**src/rtl/serial_add_sub.sv**
```systemverilog
// serial_add_sub: bit-serial unsigned adder/subtractor, one bit per clock, LSB first
module serial_add_sub #(
    parameter int WIDTH = 8
) (
    input  logic             clk,
    input  logic             rst,
    input  logic             in_valid,
    output logic             in_ready,
    input  logic [WIDTH-1:0] a,
    input  logic [WIDTH-1:0] b,
    input  logic             m,
    output logic             out_valid,
    input  logic             out_ready,
    output logic [WIDTH-1:0] result,
    output logic             cout
);
    localparam int CW = WIDTH > 1 ? $clog2(WIDTH) : 1;
    typedef enum logic [1:0] {IDLE, RUN, DONE} state_t;
    state_t st;
    logic [WIDTH-1:0] a_sh, b_sh, s_msb;
    logic [CW-1:0] cnt;
    logic mode, c, s, c_next, ai, bi;
    assign in_ready  = st == IDLE && !rst;
    assign out_valid = st == DONE;
    always_comb begin
        ai = a_sh[0];
        bi = b_sh[0];
        s = ai ^ bi ^ c;
        c_next = mode ? (~ai & bi) | (c & ~(ai ^ bi)) : (ai & bi) | (c & (ai ^ bi));
        s_msb = '0;
        s_msb[WIDTH-1] = s;
    end
    always_ff @(posedge clk) begin
        if (rst) begin
            st <= IDLE;
            a_sh <= '0;
            b_sh <= '0;
            mode <= 1'b0;
            c <= 1'b0;
            cnt <= '0;
            result <= '0;
            cout <= 1'b0;
        end else begin
            case (st)
                IDLE: if (in_valid) begin
                    a_sh <= a;
                    b_sh <= b;
                    mode <= m;
                    c <= 1'b0;
                    cnt <= '0;
                    st <= RUN;
                end
                RUN: begin
                    a_sh <= a_sh >> 1;
                    b_sh <= b_sh >> 1;
                    result <= (result >> 1) | s_msb;
                    c <= c_next;
                    cnt <= cnt + 1'b1;
                    if (cnt == CW'(WIDTH - 1)) begin
                        cout <= c_next;
                        st <= DONE;
                    end
                end
                DONE: if (out_ready) st <= IDLE;
                default: st <= IDLE;
            endcase
        end
    end
endmodule

```
**config.mk**
```make
export PLATFORM = sky130hd
export DESIGN_NAME = serial_add_sub
export DESIGN_NICKNAME = d
export VERILOG_FILES = /design/src/rtl/serial_add_sub.sv
export SDC_FILE = /design/constraint.sdc
export NUM_CORES = 1
export LEC_CHECK = 0
export CORE_MARGIN = 3
export CORE_UTILIZATION = 30
export DETAILED_ROUTE_END_ITERATION = 8
export PLACE_DENSITY_LB_ADDON = 0.25
export REMOVE_ABC_BUFFERS = 1
export SLEW_MARGIN = 10
export SYNTH_ARGS = -nofsm -noshare
export SYNTH_HDL_FRONTEND = slang
export SYNTH_SLANG_ARGS = --single-unit
export TNS_END_PERCENT = 10
```
**constraint.sdc**
```tcl
create_clock -name clk -period 2.4 [get_ports clk]
set_input_delay 0.24 -clock clk [delete_from_list [all_inputs] [get_ports clk]]
set_output_delay 0.24 -clock clk [all_outputs]
set_load 0.01 [all_outputs]
```
; ---- After elaboration in Yosys (flattened, before gate mapping)
; Cells that the tools add are included.
[classes]
n_eq_ne = 6
bitwise_logic = 11
reduce_logical = 8
n_mux = 13
addsub = 1
[ops]
columns = cell, n
row1 = 8-bit one-hot mux with 2 select lines, 2
row2 = 8-bit 2-to-1 mux, 2
row3 = 7-bit by 8-bit OR with 8-bit output, 1
row4 = 2-bit 2-to-1 mux, 3
row5 = 2-bit one-hot mux with 3 select lines, 1
row6 = 3-bit one-hot mux with 2 select lines, 1
row7 = 2-bit AND reduction, 3
row8 = 1-bit bitwise AND, 4
row9 = 2-bit != test (second input constant), 2
row10 = 3-bit by 1-bit adder with 3-bit output (second input constant), 1
row11 = 3-bit equality test (second input constant), 1
row12 = 3-bit 2-to-1 mux, 1
row13 = 3-bit AND reduction, 1
row14 = 2-bit by 1-bit equality test with 1-bit output (second input constant), 1
row15 = 2-bit equality test (second input constant), 1
row16 = 2-bit logical NOT, 1
row17 = 1-bit 2-to-1 mux, 2
row18 = 2-bit by 1-bit != test with 1-bit output (second input constant), 1
row19 = 1-bit NOT, 2
row20 = 1-bit OR, 2
row21 = 1-bit one-hot mux with 2 select lines, 1
row22 = 2-bit nonzero test, 1
row23 = 1-bit bitwise XOR, 2
row24 = 1-bit logical AND, 1
row25 = 1-bit logical NOT, 1
[word_totals]
register_bits = 32

; ---- Logic depth before layout (Yosys ltp)
[logic_depth]
depth_word = 6
depth_mapped = 5
depth_no_buf = 5

; ---- Least setup slack after synthesis
; OpenSTA, ideal clock, no wires.
[synth_timing]
kind = register to register
startpoint = register a_sh[0]
endpoint = register cout
required_ps = 2268
path_stages_with_launch = 5
path_slack_ps = 1227
arrival_ps = 1041
setup_ps = 132
period_less_slack_ps = 1173
cell_sequence = dfxtp_1 -> inv_1 -> fa_1 -> mux2i_1 -> a311oi_1
[synth_via]
elab_chain_cells = 5
elab_cells_between_ends = 10
[synth_lines]
columns = item, line_no
row1 = start: declaration, 20  ; logic [WIDTH-1:0] a_sh, b_sh, s_msb;
row2 = start signal: assignment, 54  ; a_sh <= a_sh >> 1;
row3 = 1-bit bitwise XOR, 29  ; c_next = mode ? (~ai & bi) | (c & ~(ai ^ bi)) : (ai & bi) | (c & (ai ^ bi));
row4 = 1-bit NOT, 29
row5 = 1-bit bitwise AND, 29
row6 = 1-bit OR, 29
row7 = 1-bit 2-to-1 mux *, 29
row8 = end signal: assignment, 60  ; cout <= c_next;
row9 = end: declaration, 15  ; output logic cout
; Every way passes the cells marked *; elsewhere a longest branch is shown, timed or not.
; A chain may end at the register's enable or synchronous reset.

; ---- Worst setup path after layout
[layout_timing]
startpoint = register st[0]
endpoint = output port in_ready
[layout_via]
elab_chain_cells = 2
[layout_lines]
columns = item, line_no
row1 = start: declaration, 19  ; state_t st;
row2 = start signal: assignment, 35  ; st <= IDLE;
row3 = start signal: assignment, 51  ; st <= RUN;
row4 = start signal: assignment, 61  ; st <= DONE;
row5 = 2-bit logical NOT, 23  ; assign in_ready = st == IDLE && !rst;
row6 = 1-bit logical AND, 23
row7 = end: declaration, 8  ; output logic in_ready,
; No other way between the ends.

==> run summary <==
TritonCTS clock tree -> yes
Max Freq -> 546 MHz
share of cells above drive strength 1 -> 11.7%
top sig layer -> met4
status -> finished, final reports clean
worst path cell trace -> nor3_1 > clkdlybuf4s50_1
area occupied by multi-input gates -> 718 um^2
ant diodes -> 0
final instance area -> 1870 um^2
pin count of the biggest net entering global routing -> 34
Reg-to-Reg End -> cout$_SDFFE_PP0P_
IO Count -> 32
clock skew -> 0.00687 ns
worst-margin pin slew -> 0.569 ns
Placed Area -> 1780 um^2
routed length on met1 -> 1.37 mm
worst path required time -> 2.16 ns
Detailed Place HPWL -> 2.11 mm
synthesized area -> 1450 um^2
setup violators final -> 0
sum of negative setup slack -> 0 ns
# DRC -> 0
CP Capture Type -> output pin
met3 WL -> 146 um
Layout area overhead -> 29.2%
Period minus WS final -> 1.83 ns
via count -> 1,101
worst hold path type -> flop to flop
Syn Area/Cell -> 9.71 um^2
R2R Setup Slk -> 0.67 ns
crit path DAT -> 1.59 ns
Worst VDD drop -> 0.229 mV
CP max stage delay -> 0.58 ns
H-tree lvl count -> 2
die height -> 75.4 um
filler cell count -> 454
TritonCTS Buffers -> 5
critical path's slowest cell -> clkdlybuf4s50_1
min-delay src -> result[0]$_SDFFE_PP0N_
metal2 WL -> 1.47 mm
global route total overflow -> 0
Die ar. -> 5690 um^2
DRT Pass-1 Iters -> 4
Lkg Pwr -> 0.691 nW
root buffer cell -> clkbuf_8
worst reg2reg path startpoint -> st[0]$_SDFFE_PP0P_
PortBufs -> 31
Rel. slew slack -> 61.9%
P per Cell Area -> 626 nW/um^2
Crit Path Class -> flop to output pin
hold path depth -> 2
CP max FO -> 15
Ys Warns -> 0
post-CTS setup buffers -> 0
CTS clk-pin slew, worst paths -> 0.07 ns
endpoints failing hold -> 0
DRT antenna net count -> 0
cells on worst reg2reg path -> 3
CTS Sinks -> 32
hold buffer count at cts -> 0
post-synth cell types -> 26
first-pass GRT wire length -> 4.86 mm
Max Buffers Root-to-Sink -> 2
post-cts resize count -> 0
Startpoint Class -> flop
sequential area share after synthesis -> 44.3%
RSZ-0062 raised after global routing -> false
via/cell ratio -> 4.77
vias in the first global route -> 1,100
initial core utilization -> 32.1%
register area -> 641 um^2
Hold Path End -> result[0]$_SDFFE_PP0N_
Total GRT Usage -> 11.2%
Gate Count Post-Synth -> 149
Post-Route WL -> 3.03 mm
#FFs+latches synth -> 32
Final Core Density -> 41.5%
GP Congestion -> 0.750
DIE WIDTH -> 75.4 um
initial antenna violation count -> 0
final net count -> 203
MaxCap Viol Count -> 0
Worst-Skew Late Latency -> 0.28 ns
Core Box Area -> 4500 um^2
Wirelength per Cell -> 13.1 um
Initial DRC Count -> 49
Pins Over Slew Limit -> 0
period utilization -> 76.3%
row cnt -> 24
[critical path, delay by kind of cell (launching register included)]
family,cells,cell delay [ns]
flip-flops,1,0.48
buffers and inverters,1,0.58
AND/OR/NAND/NOR,1,0.27
[registers in the layout (all words and copies together) (netlist names)]
name / cells
a_sh: 8
b_sh: 8
c: 1
cnt: 3
cout: 1
mode: 1
result: 8
st: 2
[per-layer routing]
layer,vias to the layer above,global-route usage [%]
met3,2,3.56
met4,0,5.63
met2,19,18.7
met1,507,13.0
li1,573,-
met5,-,0
[where the power goes]
part | internal (mW) | switching, mW
registers | 0.561 | 0.0229
logic | 0.0862 | 0.0749
clock network | 0.233 | 0.192
[final cells by class]
class,instances,area share [%]
Clock buffer,7,4.62
Tap cell,52,3.48
Sequential cell,32,34.3
Inverter,3,0.602
Clock inverter,1,0.402
Timing Repair Buffer,35,18.2
Multi-Input combinational cell,101,38.4
[cell usage in the layout, fill, tap and decap left out]
cell type / count
nor3b_1: 1
a311oi_1: 1
inv_1: 3
ha_1: 2
a22oi_1: 3
clkinvlp_4: 1
buf_4: 4
dfxtp_1: 32
nand3b_1: 2
o21bai_1: 1
nor2b_2: 1
o21ai_0: 2
o32ai_1: 1
nand2_1: 14
fa_1: 2
clkbuf_8: 6
clkdlybuf4s50_1: 31
nor2_1: 21
nor2b_1: 2
a21oi_1: 10
nor3_1: 2
a211oi_1: 6
nand2b_1: 2
mux2i_1: 18
clkbuf_1: 1
o21ba_1: 1
a211oi_2: 9
[cell usage after synthesis (all sizes together)]
master | n | area share [%]
a21oi | 10 | 3.5
a311oi | 1 | 0.61
nor2 | 21 | 5.5
o32ai | 1 | 0.61
o21ba | 1 | 0.69
o21bai | 1 | 0.52
o21ai | 2 | 0.69
nor3b | 1 | 0.52
dfxtp | 32 | 44
buf | 8 | 4.0
mux2i | 18 | 12
nor2b | 3 | 1.5
inv | 3 | 0.78
clkbuf | 5 | 1.3
nor3 | 2 | 0.69
nand3b | 2 | 1.0
nand2b | 2 | 0.86
a22oi | 3 | 1.6
fa | 2 | 2.8
ha | 2 | 1.7
a211oi | 15 | 11
nand2 | 14 | 3.6
[stage by stage]
step           setup slack (ns)  cells  power [mW]  hold WS [ns]
3_5_place_dp              0.667    223       0.757         0.453
2_1_floorplan             0.321    136       0.680         0.305
5_1_grt                   0.470    231        1.23         0.497
6_report                  0.568    231        1.17         0.460
4_1_cts                   0.545    231        1.19         0.464
3_3_place_gp              0.698    223       0.752         0.447
[how the worst max path moves through the flow]
stage | startpoint | endpoint | slack (ns) | cells past startpoint
2_1_floorplan | st[0]$_SDFFE_PP0P_ | a_sh[0]$_SDFFE_PP0P_ | 0.32 | 3
3_3_place_gp | rst | in_ready | 0.70 | 3
3_5_place_dp | st[0]$_SDFFE_PP0P_ | cout$_SDFFE_PP0P_ | 0.67 | 3
4_1_cts | st[0]$_SDFFE_PP0P_ | in_ready | 0.55 | 2
5_1_grt | st[0]$_SDFFE_PP0P_ | in_ready | 0.47 | 2
6_report | st[0]$_SDFFE_PP0P_ | in_ready | 0.57 | 2
[cell families (layout without fill, tap and decap cells)]
logic type | count (synthesis) | after routing | synth area share [%]
adders and majority gates | 4 | 4 | 4.50
muxes | 18 | 18 | 12.5
DFF | 32 | 32 | 44.3
AOI/OAI and AO/OA | 34 | 34 | 19.0
buffers and inverters | 16 | 46 | 6.06
and+or+nand+nor | 45 | 45 | 13.7
Power figures use the tool's default switching activity.
